[src/rtl/muldiv_unit_pkg.sv]
// Shared types and op-decode helpers for the iterative RV64M multiply/divide unit.
package muldiv_unit_pkg;
  localparam int XLEN      = 64;
  localparam int MUL_STEPS = 64;
  localparam int DIV_STEPS = 64;

  typedef logic [XLEN-1:0] word_t;

  typedef enum logic [3:0] {
    OP_MUL   = 4'd0,
    OP_DIV   = 4'd1,
    OP_DIVU  = 4'd2,
    OP_REM   = 4'd3,
    OP_REMU  = 4'd4,
    OP_MULW  = 4'd5,
    OP_DIVW  = 4'd6,
    OP_DIVUW = 4'd7,
    OP_REMW  = 4'd8,
    OP_REMUW = 4'd9
  } muldiv_op_t;

  typedef enum logic [1:0] {S_IDLE, S_MUL, S_DIV, S_DONE} muldiv_state_t;

  function automatic logic is_muldiv_w(input muldiv_op_t op);
    return op inside {OP_MULW, OP_DIVW, OP_DIVUW, OP_REMW, OP_REMUW};
  endfunction

  function automatic logic is_div(input muldiv_op_t op);
    return op inside {OP_DIV, OP_DIVU, OP_REM, OP_REMU, OP_DIVW, OP_DIVUW, OP_REMW, OP_REMUW};
  endfunction

  function automatic logic is_rem(input muldiv_op_t op);
    return op inside {OP_REM, OP_REMU, OP_REMW, OP_REMUW};
  endfunction

  function automatic logic is_signed_div(input muldiv_op_t op);
    return op inside {OP_DIV, OP_REM, OP_DIVW, OP_REMW};
  endfunction
endpackage

[src/rtl/muldiv_unit_div_iter.sv]
// Restoring divider on unsigned magnitudes, one quotient bit per step.
// W forms are pre-aligned so their 32 live dividend bits shift out from the top.
module muldiv_unit_div_iter
  import muldiv_unit_pkg::*;
(
  input  logic            clk,
  input  logic            reset,
  input  logic            start,
  input  logic            step,
  input  logic            w_sel,
  input  logic [XLEN-1:0] dividend,
  input  logic [XLEN-1:0] divisor,
  output logic [XLEN-1:0] quotient,
  output logic [XLEN-1:0] remainder
);
  word_t         rem_reg, quo_reg, dvs_reg;
  logic [XLEN:0] trial, diff;

  // The shifted partial remainder can exceed 64 bits when the divisor's MSB is set.
  always_comb begin
    trial = {rem_reg, quo_reg[XLEN-1]};
    diff  = trial - {1'b0, dvs_reg};
  end

  always_ff @(posedge clk or posedge reset) begin
    if (reset) begin
      rem_reg <= '0;
      quo_reg <= '0;
      dvs_reg <= '0;
    end else if (start) begin
      rem_reg <= '0;
      quo_reg <= w_sel ? {dividend[31:0], 32'b0} : dividend;
      dvs_reg <= divisor;
    end else if (step) begin
      rem_reg <= diff[XLEN] ? trial[XLEN-1:0] : diff[XLEN-1:0];
      quo_reg <= {quo_reg[XLEN-2:0], ~diff[XLEN]};
    end
  end

  assign quotient  = quo_reg;
  assign remainder = rem_reg;
endmodule

[src/rtl/muldiv_unit.sv]
// Iterative RV64M multiply/divide unit: FSM, shift-add multiplier, special cases,
// sign fixup and W-form extension around the restoring divider.
module muldiv_unit
  import muldiv_unit_pkg::*;
(
  input  logic        clk,
  input  logic        reset,
  input  logic        in_valid,
  output logic        in_ready,
  input  logic [3:0]  op,
  input  logic [63:0] srca,
  input  logic [63:0] srcb,
  input  logic        flush,
  output logic        out_valid,
  input  logic        out_ready,
  output logic [63:0] out_data,
  output logic        busy
);
  muldiv_state_t state_reg, state_next;
  muldiv_op_t    op_in, op_reg;
  logic [6:0]    cnt_reg, steps;
  logic          accept, w_in, sgn_in, a_neg, b_neg, special;
  logic          a_neg_reg, b_neg_reg, special_reg;
  word_t         a_eff, b_eff, a_mag, b_mag, spec_res, spec_res_reg;
  word_t         mcand_reg, mplier_reg, acc_reg, div_quo, div_rem, res;

  // Operand conditioning and special-case detection on the W-truncated operands.
  always_comb begin
    op_in  = muldiv_op_t'(op);
    w_in   = is_muldiv_w(op_in);
    sgn_in = is_signed_div(op_in);
    a_eff  = srca;
    b_eff  = srcb;
    if (w_in) begin
      a_eff = {{32{sgn_in & srca[31]}}, srca[31:0]};
      b_eff = {{32{sgn_in & srcb[31]}}, srcb[31:0]};
    end
    a_neg   = sgn_in & a_eff[XLEN-1];
    b_neg   = sgn_in & b_eff[XLEN-1];
    a_mag   = a_neg ? -a_eff : a_eff;
    b_mag   = b_neg ? -b_eff : b_eff;
    special = (b_eff == '0) ||
              (sgn_in && (b_eff == '1) &&
               (a_eff == (w_in ? 64'hFFFF_FFFF_8000_0000 : 64'h8000_0000_0000_0000)));
    if (b_eff == '0) spec_res = is_rem(op_in) ? a_eff : '1;
    else             spec_res = is_rem(op_in) ? '0 : a_eff;
    steps = 7'(is_div(op_in) ? DIV_STEPS : MUL_STEPS);
    if (w_in) steps = steps >> 1;
  end

  always_comb begin
    state_next = state_reg;
    accept     = 1'b0;
    case (state_reg)
      S_IDLE: if (in_valid && !flush) begin
        accept = 1'b1;
        if (!is_div(op_in)) state_next = S_MUL;
        else if (special)   state_next = S_DONE;
        else                state_next = S_DIV;
      end
      S_MUL, S_DIV: begin
        if (flush)                 state_next = S_IDLE;
        else if (cnt_reg == 7'd1)  state_next = S_DONE;
      end
      S_DONE: if (out_ready || flush) state_next = S_IDLE;
      default: state_next = S_IDLE;
    endcase
  end

  always_ff @(posedge clk or posedge reset) begin
    if (reset) begin
      state_reg    <= S_IDLE;
      cnt_reg      <= '0;
      op_reg       <= OP_MUL;
      a_neg_reg    <= 1'b0;
      b_neg_reg    <= 1'b0;
      special_reg  <= 1'b0;
      spec_res_reg <= '0;
      mcand_reg    <= '0;
      mplier_reg   <= '0;
      acc_reg      <= '0;
    end else begin
      state_reg <= state_next;
      if (accept) begin
        cnt_reg      <= steps;
        op_reg       <= op_in;
        a_neg_reg    <= a_neg;
        b_neg_reg    <= b_neg;
        special_reg  <= special;
        spec_res_reg <= spec_res;
        mcand_reg    <= srca;
        mplier_reg   <= srcb;
        acc_reg      <= '0;
      end else if (state_reg == S_MUL || state_reg == S_DIV) begin
        cnt_reg <= cnt_reg - 7'd1;
        // Low N product bits are correct for two's complement without fixup.
        if (state_reg == S_MUL) begin
          acc_reg    <= acc_reg + (mplier_reg[0] ? mcand_reg : '0);
          mcand_reg  <= mcand_reg << 1;
          mplier_reg <= mplier_reg >> 1;
        end
      end
    end
  end

  muldiv_unit_div_iter u_div_iter (
    .clk       (clk),
    .reset     (reset),
    .start     (accept && is_div(op_in)),
    .step      (state_reg == S_DIV),
    .w_sel     (w_in),
    .dividend  (a_mag),
    .divisor   (b_mag),
    .quotient  (div_quo),
    .remainder (div_rem)
  );

  always_comb begin
    if (!is_div(op_reg))     res = acc_reg;
    else if (special_reg)    res = spec_res_reg;
    else if (is_rem(op_reg)) res = a_neg_reg ? -div_rem : div_rem;
    else                     res = (a_neg_reg ^ b_neg_reg) ? -div_quo : div_quo;
    if (is_muldiv_w(op_reg)) res = {{32{res[31]}}, res[31:0]};
    out_data = (state_reg == S_DONE) ? res : '0;
  end

  assign in_ready  = (state_reg == S_IDLE);
  assign busy      = (state_reg != S_IDLE);
  assign out_valid = (state_reg == S_DONE);
endmodule
[config.mk]
export PLATFORM = sky130hd
export DESIGN_NAME = muldiv_unit
export DESIGN_NICKNAME = d
export VERILOG_FILES = /design/src/rtl/muldiv_unit_pkg.sv /design/src/rtl/muldiv_unit_div_iter.sv /design/src/rtl/muldiv_unit.sv
export SDC_FILE = /design/constraint.sdc
export NUM_CORES = 2
export LEC_CHECK = 0
export CORE_ASPECT_RATIO = 0.9
export CORE_MARGIN = 10
export CORE_UTILIZATION = 60
export CTS_CLUSTER_SIZE = 10
export DETAILED_ROUTE_END_ITERATION = 10
export GPL_TIMING_DRIVEN = 0
export MAX_ROUTING_LAYER = met4
export PLACE_DENSITY = 0.8
export SLEW_MARGIN = 5
export SYNTH_ARGS = -nofsm -noshare
export SYNTH_HDL_FRONTEND = slang
export SYNTH_HIERARCHICAL = 1
export SYNTH_SLANG_ARGS = --single-unit
[constraint.sdc]
create_clock -name clk -period 15.1 [get_ports clk]
set_input_delay 1.51 -clock clk [delete_from_list [all_inputs] [get_ports clk]]
set_output_delay 1.51 -clock clk [all_outputs]
set_load 0.01 [all_outputs]
# Yosys cells after proc, flatten, opt, wreduce, memory -nomap -nowiden
# Cells that the tools add are included.
[classes] add_sub_neg=7 n_eq_ne=27 n_mux=43 bitwise_logic=6 n_reduce_logical=24
[op_table] cell="64-bit two-way mux" n=30
[op_table] cell="64-bit negation" n=4
[op_table] cell="65-bit by 64-bit subtractor with 65-bit output" n=1
[op_table] cell="64-bit adder" n=1
[op_table] cell="64-bit == test" n=1
[op_table] cell="64-bit == test (second input constant)" n=1
[op_table] cell="64-bit logical NOT" n=1
[op_table] cell="63-bit two-way mux" n=1
[op_table] cell="4-bit by 3-bit == test with 1-bit output (second input constant)" n=8
[op_table] cell="7-bit two-way mux" n=3
[op_table] cell="4-bit by 2-bit == test with 1-bit output (second input constant)" n=4
[op_table] cell="4-bit == test (second input constant)" n=4
[op_table] cell="8-bit nonzero test" n=2
[op_table] cell="4-bit nonzero test" n=3
[op_table] cell="2-bit two-way mux" n=5
[op_table] cell="5-bit nonzero test" n=2
[op_table] cell="4-bit by 1-bit == test with 1-bit output (second input constant)" n=2
[op_table] cell="2-bit nonzero test" n=4
[op_table] cell="7-bit by 1-bit == test with 1-bit output (second input constant)" n=1
[op_table] cell="7-bit by 1-bit subtractor with 7-bit output (second input constant)" n=1
[op_table] cell="2-bit case mux with 3 select lines" n=1
[op_table] cell="1-bit bitwise AND" n=4
[op_table] cell="2-bit == test (second input constant)" n=2
[op_table] cell="1-bit logical AND" n=4
[op_table] cell="other kinds (12)" n=17
[word_totals] ff_bits=464 elab_cells=120

# Depth between registers and ports, before layout
[logic_depth] ltp_word=12 mapped_depth=16

# By module
# Netlist, hierarchy kept.
[modules_own_cells] module="muldiv_unit" instances=1 cells_per_inst=3497 area_per_inst_um2=24699.9 seq_area_each_um2=6806.5
[modules_own_cells] module="muldiv_unit_div_iter" instances=1 cells_per_inst=1428 area_per_inst_um2=12573.3 seq_area_each_um2=4804.6

# Least setup slack after synthesis
# OpenSTA, ideal clock, no wires.
[synth_path] path_kind="reg2out" from="register u_div_iter.rem_reg[4] (netlist: u_div_iter/remainder[4])" to="output port out_data[43]" arrival_time_ps=3461 required_time_ps=13590 path_slack_ps=10129 path_stages_with_launch=11 path_cell_list="dfrtp_1 -> or4_1 -> clkbuf_1 -> or4_1 -> o41ai_1 -> xnor2_1 -> nor2_1 -> a211oi_1 -> o21ai_1 -> buf_2 -> a2111oi_0"
[synth_between] elab_chain_cells=7
[synth_rtl] item="start: declaration" line="muldiv_unit_div_iter.sv:16" text="word_t rem_reg, quo_reg, dvs_reg;"
[synth_rtl] item="start signal: assignment" line="muldiv_unit_div_iter.sv:35" text="rem_reg <= diff[XLEN] ? trial[XLEN-1:0] : diff[XLEN-1:0];"
[synth_rtl] item="64-bit negation" line="muldiv_unit.sv:121" text="else if (is_rem(op_reg)) res = a_neg_reg ? -div_rem : div_rem;"
[synth_rtl] item="64-bit two-way mux (2 in a row)" line="muldiv_unit.sv:121"
[synth_rtl] item="64-bit two-way mux" line="muldiv_unit.sv:120" text="else if (special_reg) res = spec_res_reg;"
[synth_rtl] item="64-bit two-way mux" line="muldiv_unit.sv:119" text="if (!is_div(op_reg)) res = acc_reg;"
[synth_rtl] item="64-bit two-way mux" line="muldiv_unit.sv:123" text="if (is_muldiv_w(op_reg)) res = {{32{res[31]}}, res[31:0]};"
[synth_rtl] item="64-bit two-way mux" line="muldiv_unit.sv:124" text="out_data = (state_reg == S_DONE) ? res : '0;"
[synth_rtl] item="end: declaration" line="muldiv_unit.sv:16" text="output logic [63:0] out_data,"
# No other way between the ends.

# Final worst setup path
[layout_path] from="register u_div_iter.quo_reg[12] (netlist: u_div_iter/quotient[12])" to="output port out_data[43]"
[layout_between] elab_chain_cells=7
[layout_rtl] item="start: declaration" line="muldiv_unit_div_iter.sv:16"
[layout_rtl] item="start signal: assignment" line="muldiv_unit_div_iter.sv:32" text="quo_reg <= w_sel ? {dividend[31:0], 32'b0} : dividend;"
[layout_rtl] item="start signal: assignment" line="muldiv_unit_div_iter.sv:36" text="quo_reg <= {quo_reg[XLEN-2:0], ~diff[XLEN]};"
[layout_rtl] item="64-bit negation" line="muldiv_unit.sv:122" text="else res = (a_neg_reg ^ b_neg_reg) ? -div_quo : div_quo;"
[layout_rtl] item="64-bit two-way mux" line="muldiv_unit.sv:122"
[layout_rtl] item="64-bit two-way mux" line="muldiv_unit.sv:121"
[layout_rtl] item="64-bit two-way mux" line="muldiv_unit.sv:120"
[layout_rtl] item="64-bit two-way mux" line="muldiv_unit.sv:119"
[layout_rtl] item="64-bit two-way mux" line="muldiv_unit.sv:123"
[layout_rtl] item="64-bit two-way mux" line="muldiv_unit.sv:124"
# No other way between the ends.

==> flow_summary.yaml <==
route:
  viasPerCell: 6.825
  drt-initial-drc-count: 6555
  via_count: 40910
  wl_per_cell_um: 26.18
  drt.antenna.violating_nets: 0
  firstDrtPassIters: 9
  post-route-drc-count: 0
  wl_um: 156900
worst_setup_path:
  critical_path_peak_fanout: 10
  path_buf_inv: 3
  cp_top_family: "compound AO/OA/AOI/OAI gates"
  worstSetupPathType: "reg -> out"
  crit_chain: "or4_1 -> nor4_1 -> and4_1 -> clkbuf_1 -> a21oi_1 -> xnor2_1 -> a211oi_1 -> o21ai_1 -> buf_2 -> a2111oi_0 -> clkdlybuf4s50_1"
  end_kind: "output port"
  cp_data_required_time_ns: 13.59
  critPathMaxStageDelay_ns: 0.73
  critical_path_arrival_ns: 6.16
  slowest_stage: "a2111oi_0"
  critPathLaunchType: "flop"
synthesis:
  syn_area_mm2: 0.03727
  synth_seq_cells: 464
  synth_edf_count: 0
  syn_area_per_cell_um2: 7.568
  yosys_warnings: 6
  synth_top_flop_cell: "dfrtp_1"
  ys_seq_area_share_pct: 31.15
  syn-num-nets: 5202
  yosysUniqueCellTypes: 97
  syn_inst: 4925
  yosys.area.top_type_share_pct: 31.15
  yosys.area.top_type: "dfrtp_1"
  yosys-top-cells-area: "dfrtp_1 (31%), nand2_1 (8.1%), o21ai_0 (5.4%)"
  async_flop_share_pct: 100.0
floorplan:
  start_util_pct: 60.77
  core_area_mm2: 0.06133
  dieHeight_um: 256.5
  die_w_um: 282.7
  die-area_mm2: 0.07251
  ioPinCount: 204
  rows: 86
layout:
  fillCellCount: 5299
  syn_to_final_growth_pct: 12.60
  final_nets: 5452
  drive_gt1_share_pct: 3.308
cts:
  cts_hold_buf: 0
  clockBufferDepth: 3
  cts_setup_buffers: 0
  cts_root_buf: "clkbuf_16"
  cts_sinks: 464
  cts_buffers: 56
  cts_resized: 0
  ctsHtreeMaxLevel: 2
  clkLatencyLatePin_ns: 0.65
  cts_tree: "built"
  clk_pin_slew_ns: 0.07
timing:
  grt_setup_unrepaired: "no"
  clock.fmax_mhz: 130.3
  period_share_pct: 50.82
  fin_setup_tns_ns: 0
  slew_headroom_pct: -2.053
  worst_slew_pin_slew_ns: 1.531
  maxSlewViolCount: 17
  final_hold_viol_count: 0
  setup_viol: 0
  layout_min_cycle_time_ns: 7.674
  skew_ns: 0.02423
job:
  max-cap-violations: 2
global_routing:
  grt_pass1_vias: 37340
  grt-ovfl-total: 0
  antenna_found_initial: 3
  track_usage_pct: 42.81
  grt_max_degree: 122
  grt_pass1_wl_um: 232200
placement:
  io_buffers: 189
  routabilityCongestion: 1.131
  dp_hpwl_um: 122400
run_status:
  outcome: "finished with violations"
  violations: "max-capacitance violations, max-slew violations"
power:
  p_per_area_mw_per_mm2: 257.5
  vdd_drop_max_v: 0.0001520
  leakage_nw: 16.96
  finalPower_mw: 10.81
hold_path:
  holdCritPathClass: "reg -> reg"
kinds of logic (layout without fill, tap and decap cells):
logic type	Yosys count	count (layout)	share of synthesized area [%]
adder cells (fa/ha/maj)	143	143	4.820
AND/OR/NAND/NOR	1901	1901	23.23
buffers and inverters	489	764	5.136
flip-flops	464	464	31.15
other	0	1	0
multiplexers	123	123	3.313
XOR/XNOR	339	339	8.016
AO/OA/AOI/OAI	1466	1466	24.34
area by class of cell:
cell class | instances | area [um^2] | area share, %
sequential | 464 | 11610 | 27.67
clock buffer | 77 | 1622 | 3.864
inverter | 139 | 536.8 | 1.279
tap | 792 | 991.0 | 2.361
timing repair buffer | 192 | 1974 | 4.704
multi-input combinational | 3972 | 23750 | 56.58
buffer | 350 | 1398 | 3.330
antenna | 1 | 2.502 | 0.005962
clock inverter | 6 | 87.58 | 0.2087
per-stage QoR:
| step | setup slack, ns | util (%) | instances | hold WS (ns) | cell area [um^2] |
|---|---|---|---|---|---|
| final | 7.426 | 68.43 | 5993 | 0.4673 | 41970 |
| after global routing | 7.384 | 68.43 | 5993 | 0.4748 | 41970 |
| after floorplan | 6.095 | - | 4925 | 0.4298 | 37270 |
| after global placement | 2.131 | 65.47 | 5906 | 0.4434 | 40160 |
| after CTS | 7.698 | 68.42 | 5992 | 0.4601 | 41960 |
| after detailed placement | 7.678 | 65.63 | 5909 | 0.4467 | 40250 |
layer usage:
metal	global-route usage (%)	wire length, um
met1	57.08	62560
met3	14.77	22970
met2	57.64	62760
met4	18.79	8631
met5	-	0
final timing paths:
kind | startpoint | endpoint | slack (ns) | cells past startpoint
max reg2reg | mplier_reg[0] | acc_reg[62] | 9.20 | 15
max | u_div_iter/quotient[12] | out_data[43] | 7.43 | 11
min reg2reg | spec_res_reg[41] | spec_res_reg[41] | 0.47 | 2
min | spec_res_reg[41] | spec_res_reg[41] | 0.47 | 2
min in group asynchronous | reset | mplier_reg[15] | 1.44 | 2
max in group asynchronous | reset | mcand_reg[47] | 12.09 | 4
cell usage in the layout, fill, tap and decap left out, types with 61 or more instances in the layout:
cell / instances
a211oi_1: 182
a21oi_1: 378
a31oi_1: 168
and2_1: 81
clkbuf_1: 317
clkdlybuf4s50_1: 189
dfrtp_1: 464
ha_1: 138
inv_1: 135
mux2i_1: 120
nand2_1: 801
nand3_1: 86
nor2_1: 466
nor3_1: 128
o21ai_0: 402
o31ai_1: 61
xnor2_1: 194
xor2_1: 144
Yosys cell counts (all sizes together), types with 9 or more instances:
master / count
o21a: 16
a21oi: 380
o211ai: 17
xnor2: 194
nor4b: 9
o31ai: 62
nand4: 58
o22ai: 13
and2: 81
nor4: 43
a21boi: 10
nor3b: 10
nand3b: 17
or3: 45
nand2: 801
or2: 20
xor2: 145
a221oi: 14
o41ai: 27
clkbuf: 316
buf: 34
mux2i: 120
a211oi: 182
nand2b: 27
dfrtp: 464
o21ai: 415
nor2: 469
inv: 138
ha: 138
or4: 30
a31oi: 168
and3: 21
nor3: 128
o21bai: 23
nand3: 87
a21o: 58
nor2b: 44
worst min-delay path, cell delays in order (launching register included):
cell and delay (ns):
dfrtp_1 0.34, nand2_1 0.05, nand2_1 0.05
report_power, final:
group	internal, mW	switching, mW
logic	2.56	4.42
clock network	0.767	0.574
registers	1.85	0.638
Power figures use the tool's default switching activity.
